**config.mk**
```make
export PLATFORM = sky130hd
export DESIGN_NAME = apb_regbank_flat
export DESIGN_NICKNAME = d
export VERILOG_FILES = /design/src/rtl/apb_regbank_if.sv /design/src/rtl/apb_regbank.sv /design/src/flat_wrapper.sv
export SDC_FILE = /design/constraint.sdc
export NUM_CORES = 1
export LEC_CHECK = 0
export BUFFER_PORTS_ARGS = -buffer_cell sky130_fd_sc_hd__buf_4
export CAP_MARGIN = 10
export CORE_MARGIN = 2
export CORE_UTILIZATION = 53
export DETAILED_ROUTE_END_ITERATION = 6
export PLACE_DENSITY = 0.91
export SYNTH_ARGS = -nofsm -noshare
export SYNTH_HDL_FRONTEND = slang
export SYNTH_SLANG_ARGS = --single-unit
```
**constraint.sdc**
```tcl
create_clock -name pclk -period 3.2 [get_ports pclk]
set_clock_uncertainty 0.15 [all_clocks]
set_input_delay 0.16 -clock pclk [delete_from_list [all_inputs] [get_ports pclk]]
set_output_delay 0.16 -clock pclk [all_outputs]
set_load 0.02 [all_outputs]
```
**src/rtl/apb_regbank_if.sv**
```systemverilog
// APB4 bus bundle between the requester and the apb_regbank completer.
interface apb_regbank_if #(
    parameter int unsigned ADDR_WIDTH = 32,
    parameter int unsigned DATA_WIDTH = 32
);
    logic [ADDR_WIDTH-1:0]   paddr;
    logic [2:0]              pprot;
    logic                    pnse;
    logic                    psel;
    logic                    penable;
    logic                    pwrite;
    logic [DATA_WIDTH-1:0]   pwdata;
    logic [DATA_WIDTH/8-1:0] pstrb;
    logic                    pready;
    logic [DATA_WIDTH-1:0]   prdata;
    logic                    pslverr;

    modport master (
        output paddr, pprot, pnse, psel, penable, pwrite, pwdata, pstrb,
        input  pready, prdata, pslverr
    );

    modport slave (
        input  paddr, pprot, pnse, psel, penable, pwrite, pwdata, pstrb,
        output pready, prdata, pslverr
    );
endinterface

```
**src/rtl/apb_regbank.sv**
```systemverilog
// APB4 completer with a word-addressed register bank: NUM_REGS-1 read-write
// control words plus one read-only status word sampled from hw_status.
module apb_regbank #(
    parameter int unsigned ADDR_WIDTH  = 32,
    parameter int unsigned DATA_WIDTH  = 32,
    parameter int unsigned NUM_REGS    = 8,
    parameter int unsigned WAIT_CYCLES = 0
) (
    input  logic                               pclk,
    input  logic                               presetn,
    apb_regbank_if.slave                       apb,
    input  logic [DATA_WIDTH-1:0]              hw_status,
    output logic [(NUM_REGS-1)*DATA_WIDTH-1:0] ctrl_regs,
    output logic [NUM_REGS-2:0]                wr_pulse
);

    localparam int unsigned IDX_W = (NUM_REGS > 1) ? $clog2(NUM_REGS) : 1;
    localparam int unsigned NBYTE = DATA_WIDTH / 8;
    localparam logic [ADDR_WIDTH-1:0] ADDR_LIMIT = ADDR_WIDTH'(NUM_REGS * 4);
    localparam logic [IDX_W-1:0] RO_IDX = IDX_W'(NUM_REGS - 1);

    typedef enum logic [1:0] {StIdle, StWait, StResp} state_e;

    state_e                  state_q;
    logic [3:0]              cnt_q;
    logic [IDX_W-1:0]        idx_q;
    logic                    write_q;
    logic [DATA_WIDTH-1:0]   wdata_q;
    logic [NBYTE-1:0]        strb_q;
    logic                    err_q;
    logic                    pready_q;
    logic                    pslverr_q;
    logic [DATA_WIDTH-1:0]   prdata_q;
    logic [NUM_REGS-2:0]     wr_pulse_q;
    logic [DATA_WIDTH-1:0]   regs_q [NUM_REGS-1];

    logic [IDX_W-1:0]        live_idx;
    logic                    live_err;
    logic [IDX_W-1:0]        rd_idx;
    logic [DATA_WIDTH-1:0]   rd_word;
    logic                    setup;
    logic                    unused_apb;

    assign unused_apb = ^{apb.pprot, apb.pnse};

    assign setup    = apb.psel & ~apb.penable;
    assign live_idx = apb.paddr[2 +: IDX_W];

    // Decode errors of the transfer currently presented on the bus.
    always_comb begin
        live_err = 1'b0;
        if (apb.paddr[1:0] != 2'b00)               live_err = 1'b1;
        if (apb.paddr >= ADDR_LIMIT)               live_err = 1'b1;
        if (apb.pwrite && (live_idx == RO_IDX))    live_err = 1'b1;
        if (!apb.pwrite && (apb.pstrb != '0))      live_err = 1'b1;
    end

    // With zero wait states read data is captured on the setup edge, so it
    // must come from the live address; otherwise from the latched index.
    assign rd_idx = (state_q == StIdle) ? live_idx : idx_q;

    // Read mux over the RW registers and the RO status word.
    always_comb begin
        rd_word = '0;
        for (int i = 0; i < int'(NUM_REGS) - 1; i++) begin
            if (rd_idx == IDX_W'(i)) rd_word = regs_q[i];
        end
        if (rd_idx == RO_IDX) rd_word = hw_status;
    end

    // Transfer FSM with registered response outputs and write commit.
    always_ff @(posedge pclk or negedge presetn) begin
        if (!presetn) begin
            state_q    <= StIdle;
            cnt_q      <= '0;
            idx_q      <= '0;
            write_q    <= 1'b0;
            wdata_q    <= '0;
            strb_q     <= '0;
            err_q      <= 1'b0;
            pready_q   <= 1'b0;
            pslverr_q  <= 1'b0;
            prdata_q   <= '0;
            wr_pulse_q <= '0;
            for (int i = 0; i < int'(NUM_REGS) - 1; i++) regs_q[i] <= '0;
        end else begin
            wr_pulse_q <= '0;
            unique case (state_q)
                StIdle: begin
                    if (setup) begin
                        idx_q   <= live_idx;
                        write_q <= apb.pwrite;
                        wdata_q <= apb.pwdata;
                        strb_q  <= apb.pstrb;
                        err_q   <= live_err;
                        cnt_q   <= 4'(WAIT_CYCLES);
                        if (WAIT_CYCLES == 0) begin
                            state_q   <= StResp;
                            pready_q  <= 1'b1;
                            pslverr_q <= live_err;
                            prdata_q  <= (!apb.pwrite && !live_err) ? rd_word : '0;
                        end else begin
                            state_q <= StWait;
                        end
                    end
                end
                StWait: begin
                    if (!apb.psel) begin
                        state_q   <= StIdle;
                        pready_q  <= 1'b0;
                        pslverr_q <= 1'b0;
                        prdata_q  <= '0;
                    end else if (apb.penable) begin
                        if (cnt_q <= 4'd1) begin
                            state_q   <= StResp;
                            pready_q  <= 1'b1;
                            pslverr_q <= err_q;
                            prdata_q  <= (!write_q && !err_q) ? rd_word : '0;
                        end else begin
                            cnt_q <= cnt_q - 4'd1;
                        end
                    end
                end
                StResp: begin
                    if (!apb.psel) begin
                        state_q   <= StIdle;
                        pready_q  <= 1'b0;
                        pslverr_q <= 1'b0;
                        prdata_q  <= '0;
                    end else if (apb.penable) begin
                        // Completing edge: commit only error-free writes.
                        if (write_q && !err_q) begin
                            for (int i = 0; i < int'(NUM_REGS) - 1; i++) begin
                                if (idx_q == IDX_W'(i)) begin
                                    wr_pulse_q[i] <= 1'b1;
                                    for (int b = 0; b < int'(NBYTE); b++) begin
                                        if (strb_q[b]) regs_q[i][b*8 +: 8] <= wdata_q[b*8 +: 8];
                                    end
                                end
                            end
                        end
                        state_q   <= StIdle;
                        pready_q  <= 1'b0;
                        pslverr_q <= 1'b0;
                        prdata_q  <= '0;
                    end
                end
                default: state_q <= StIdle;
            endcase
        end
    end

    assign apb.pready  = pready_q;
    assign apb.pslverr = pslverr_q;
    assign apb.prdata  = prdata_q;
    assign wr_pulse    = wr_pulse_q;

    for (genvar i = 0; i < int'(NUM_REGS) - 1; i++) begin : g_ctrl
        assign ctrl_regs[i*DATA_WIDTH +: DATA_WIDTH] = regs_q[i];
    end

endmodule

```
**src/flat_wrapper.sv**
```systemverilog
// flat-port wrapper written by rule: the top's interface ports become plain ports
module apb_regbank_flat 
#(
    parameter int unsigned ADDR_WIDTH  = 32,
    parameter int unsigned DATA_WIDTH  = 32,
    parameter int unsigned NUM_REGS    = 8,
    parameter int unsigned WAIT_CYCLES = 0
)
  (pclk, presetn, hw_status, ctrl_regs, wr_pulse, apb_paddr, apb_pprot, apb_pnse, apb_psel, apb_penable, apb_pwrite, apb_pwdata, apb_pstrb, apb_pready, apb_prdata, apb_pslverr);
  apb_regbank_if #(.ADDR_WIDTH(ADDR_WIDTH), .DATA_WIDTH(DATA_WIDTH)) apb_i ();
  input  logic pclk;
  input  logic presetn;
  input  logic [DATA_WIDTH-1:0] hw_status;
  output logic [(NUM_REGS-1)*DATA_WIDTH-1:0] ctrl_regs;
  output logic [NUM_REGS-2:0] wr_pulse;
  input wire logic [$bits(apb_i.paddr)-1:0] apb_paddr;
  input wire logic [$bits(apb_i.pprot)-1:0] apb_pprot;
  input wire logic [$bits(apb_i.pnse)-1:0] apb_pnse;
  input wire logic [$bits(apb_i.psel)-1:0] apb_psel;
  input wire logic [$bits(apb_i.penable)-1:0] apb_penable;
  input wire logic [$bits(apb_i.pwrite)-1:0] apb_pwrite;
  input wire logic [$bits(apb_i.pwdata)-1:0] apb_pwdata;
  input wire logic [$bits(apb_i.pstrb)-1:0] apb_pstrb;
  output wire logic [$bits(apb_i.pready)-1:0] apb_pready;
  output wire logic [$bits(apb_i.prdata)-1:0] apb_prdata;
  output wire logic [$bits(apb_i.pslverr)-1:0] apb_pslverr;
  assign apb_i.paddr = apb_paddr;
  assign apb_i.pprot = apb_pprot;
  assign apb_i.pnse = apb_pnse;
  assign apb_i.psel = apb_psel;
  assign apb_i.penable = apb_penable;
  assign apb_i.pwrite = apb_pwrite;
  assign apb_i.pwdata = apb_pwdata;
  assign apb_i.pstrb = apb_pstrb;
  assign apb_pready = apb_i.pready;
  assign apb_prdata = apb_i.prdata;
  assign apb_pslverr = apb_i.pslverr;
  apb_regbank #(.ADDR_WIDTH(ADDR_WIDTH), .DATA_WIDTH(DATA_WIDTH), .NUM_REGS(NUM_REGS), .WAIT_CYCLES(WAIT_CYCLES)) u_core (.pclk(pclk), .presetn(presetn), .apb(apb_i), .hw_status(hw_status), .ctrl_regs(ctrl_regs), .wr_pulse(wr_pulse));
endmodule
```
==> impl_metrics.toml <==
[status]
status = "finished clean"

[power_and_ir_drop]
switching_power_mw = 4.765
internal_power_mw = 8.261
swShare_pct = 36.58
pwr-share-comb_pct = 29.3
power_frac_clock_pct = 32.5
ir_drop_mv = 0.5340
total_power_mw = 13.03
seq_power_share_pct = 38.2
leakage_nw = 9.598
power_density_mw_per_mm2 = 678.6

[critical_path]
reg2reg_depth = 6
critPathMaxStageDelay_ns = 0.58
cp_num_buf_inv = 1
cp_slowest_cell = "or3b_2"
crit_chain = "or3b_2 -> nand2_1 -> buf_12 -> a221o_1 -> nor3_1 -> o41ai_1"
path_depth = 6
worstPathArrival_ns = 3.02
end_kind = "flop"
worstPathRequired_ns = 3.42
r2r_slack_ns = 0.40
crit_family = "simple AND/OR/NAND/NOR gates"
start_kind = "flop"
cp_max_fo = 25
critPathKind = "flop to flop"

[sta]
hold-worst-slack_ns = 0.06943
worst_slack_ns = 0.3971
tightest_slew_ns = 1.187
tns_ns = 0
setup_viol = 0
report.final.slew_viol_count = 0
hold_violations = 0
rsz0062_at_grt = "false"
period_share_pct = 87.59
relSlewSlack_pct = 20.75
min_period_ns = 2.803
timing.fmax_mhz = 356.8

[finish]
design_area_mm2 = 0.01919
layoutNonFillerInstCount = 1947
filler_cell_count = 1597
final_core_util_pct = 73.66
nets = 1698
drive_gt1_share_pct = 46.09
syn_to_final_growth_pct = 36.16

[die]
dieWidth_um = 167.1
die_y_um = 167.1
io_pins = 374
num_rows = 59
die_area_mm2 = 0.02792
coreArea_mm2 = 0.02606
initial_core_util_pct = 54.10

[synth]
syn_nets = 1271
seq_area_frac_synth_pct = 54.32
synthFlopType = "dfrtp_1"
synth_edf_count = 0
yosys.cell_count.top_type = "dfrtp_1"
synth_common_cells = "dfrtp_1 (306), mux2_2 (268), nand2_1 (138)"
synth_xor_area_share_pct = 0.06213
synth_simple_gate_area_share_pct = 8.272
yosysWarnings = 0
synth_compound_area_share_pct = 11.09
synth_area_leaders = "dfrtp_1 (54%), mux2_2 (21%), nand2_1 (3.7%)"
synth.area.mux_share_pct = 23.42
synth_top_family_by_area = "multiplexers"
syn_area_mm2 = 0.01410
synthAdderAreaFrac_pct = 0.08875
syn_area_per_cell_um2 = 12.14
syn-instance-count = 1161
ys_types = 50
synth_top_area_share_pct = 54.32
synthArstFlopShare_pct = 100.0
synth_seq_cells = 306
yosysTopAreaCell = "dfrtp_1"

[global_routing]
grt_overflow = 0
grt_max_degree = 93
globalRouteTotalUtil_pct = 36.92
grt_pass1_wl_um = 79160
grt_pass1_vias = 13220
grt_antenna_before_repair = 2

[placed_design]
dpl_worst_slack_ns = 0.5599
globalplace.congestion = 0.9242
portBuffers = 369
dpl_cell_area_mm2 = 0.01726
dp_hpwl_um = 33460
dpl.cell_count = 1814

[hold_path]
hold_depth = 4
hold_path.class = "primary input to flop"

[clocking]
ctsResizeCount = 0
cts_setup_buffers = 0
cts_tree = "yes"
insertion_delay_ns = 0.50
htreeDepth = 2
cts.path.max_buffers = 3
ctsRootBufferMaster = "clkbuf_16"
path_clk_slew_ns = 0.06
holdBufCountCts = 72
clock-sinks = 306
cts_buffers = 35

[route]
routed_wl_um = 52550
vias_per_cell = 6.459
dr.pass1.iters = 7
ant_nets = 0
drtIter0Drc = 1303
drc_errors = 0
vias = 12580
wl_per_cell_um = 26.99

[job]
cap_violations = 0
-- per-layer routing --
layer / vias to the layer above / track usage, % / wire (um)
met2: 944 / 59.99 / 25200
met3: 236 / 8.178 / 5314
li1: 5146 / - / -
met1: 6250 / 45.80 / 18890
met5: - / 0 / 0
met4: 0 / 21.25 / 3143
-- cells in the final DEF (no fill, tap or decap), drive strengths merged, types with 2 or more instances in the layout --
cell	count
buf	401
dfrtp	306
mux2	268
nand2	142
dlygate4sd3	72
clkbuf	49
a21oi	47
o21ai	38
nor3	36
a211oi	32
mux2i	28
nor2	23
and3	18
a221oi	18
o31ai	17
a32oi	16
o2bb2ai	15
a221o	11
o41ai	11
nor4	7
nor2b	6
and2	5
clkinv	5
bufinv	5
o211ai	4
o2111ai	4
nand4	3
diode	2
nand3	2
inv	2
nor4b	2
o211a	2
o21a	2
or3	2
-- cell type report --
cell class,instances,area (um^2),share of cell area (%)
inverter,2,7.507,0.03911
timing repair buffer,473,3789,19.74
antenna,2,5.005,0.02607
multi-input combinational,770,6110,31.83
clock buffer,49,1031,5.371
sequential,306,7659,39.90
clock inverter,10,175.2,0.9126
tap,335,419.2,2.184
-- flip-flops by register name (all words and copies together), names as in the netlist --
register,flops
u_core.apb.pslverr,1
u_core.idx_q,3
u_core.apb.prdata,32
u_core.ctrl_regs,224
u_core.strb_q,4
u_core.wr_pulse,7
u_core.err_q,1
u_core.wdata_q,32
u_core.write_q,1
u_core.state_q,1
-- final timing paths --
check	startpoint	to
max	u_core.state_q[1]	u_core.apb.prdata[26]
min	apb_psel	u_core.wr_pulse[6]
max reg2reg	u_core.state_q[1]	u_core.apb.prdata[26]
min reg2reg	u_core.apb.prdata[25]	u_core.apb.prdata[25]
max in group asynchronous	presetn	u_core.ctrl_regs[34]
min in group asynchronous	presetn	u_core.ctrl_regs[84]
-- worst min-delay path, cell delays in order --
cell and delay, ns:
buf_4 0.11, and4b_1 0.20, nand2_1 0.10, nor3_2 0.09
-- logic make-up after synthesis --
kind of cell | Yosys count
adders and majority gates | 1
buffers and inverters | 85
AOI/OAI and AO/OA | 221
DFF | 306
and+or+nand+nor | 251
muxes | 296
xor gates and xnor gates | 1
-- power groups by stage --
stage	Combinational [mW]	Sequential [mW]	Clock, mW
2_1_floorplan	2.21	4.78	0
3_3_place_gp	3.49	4.94	0
3_5_place_dp	3.58	4.99	0
4_1_cts	3.70	4.93	4.25
5_1_grt	3.99	5.03	4.43
6_report	3.82	4.97	4.23
Note: power is estimated with default switching activity, not from simulation.
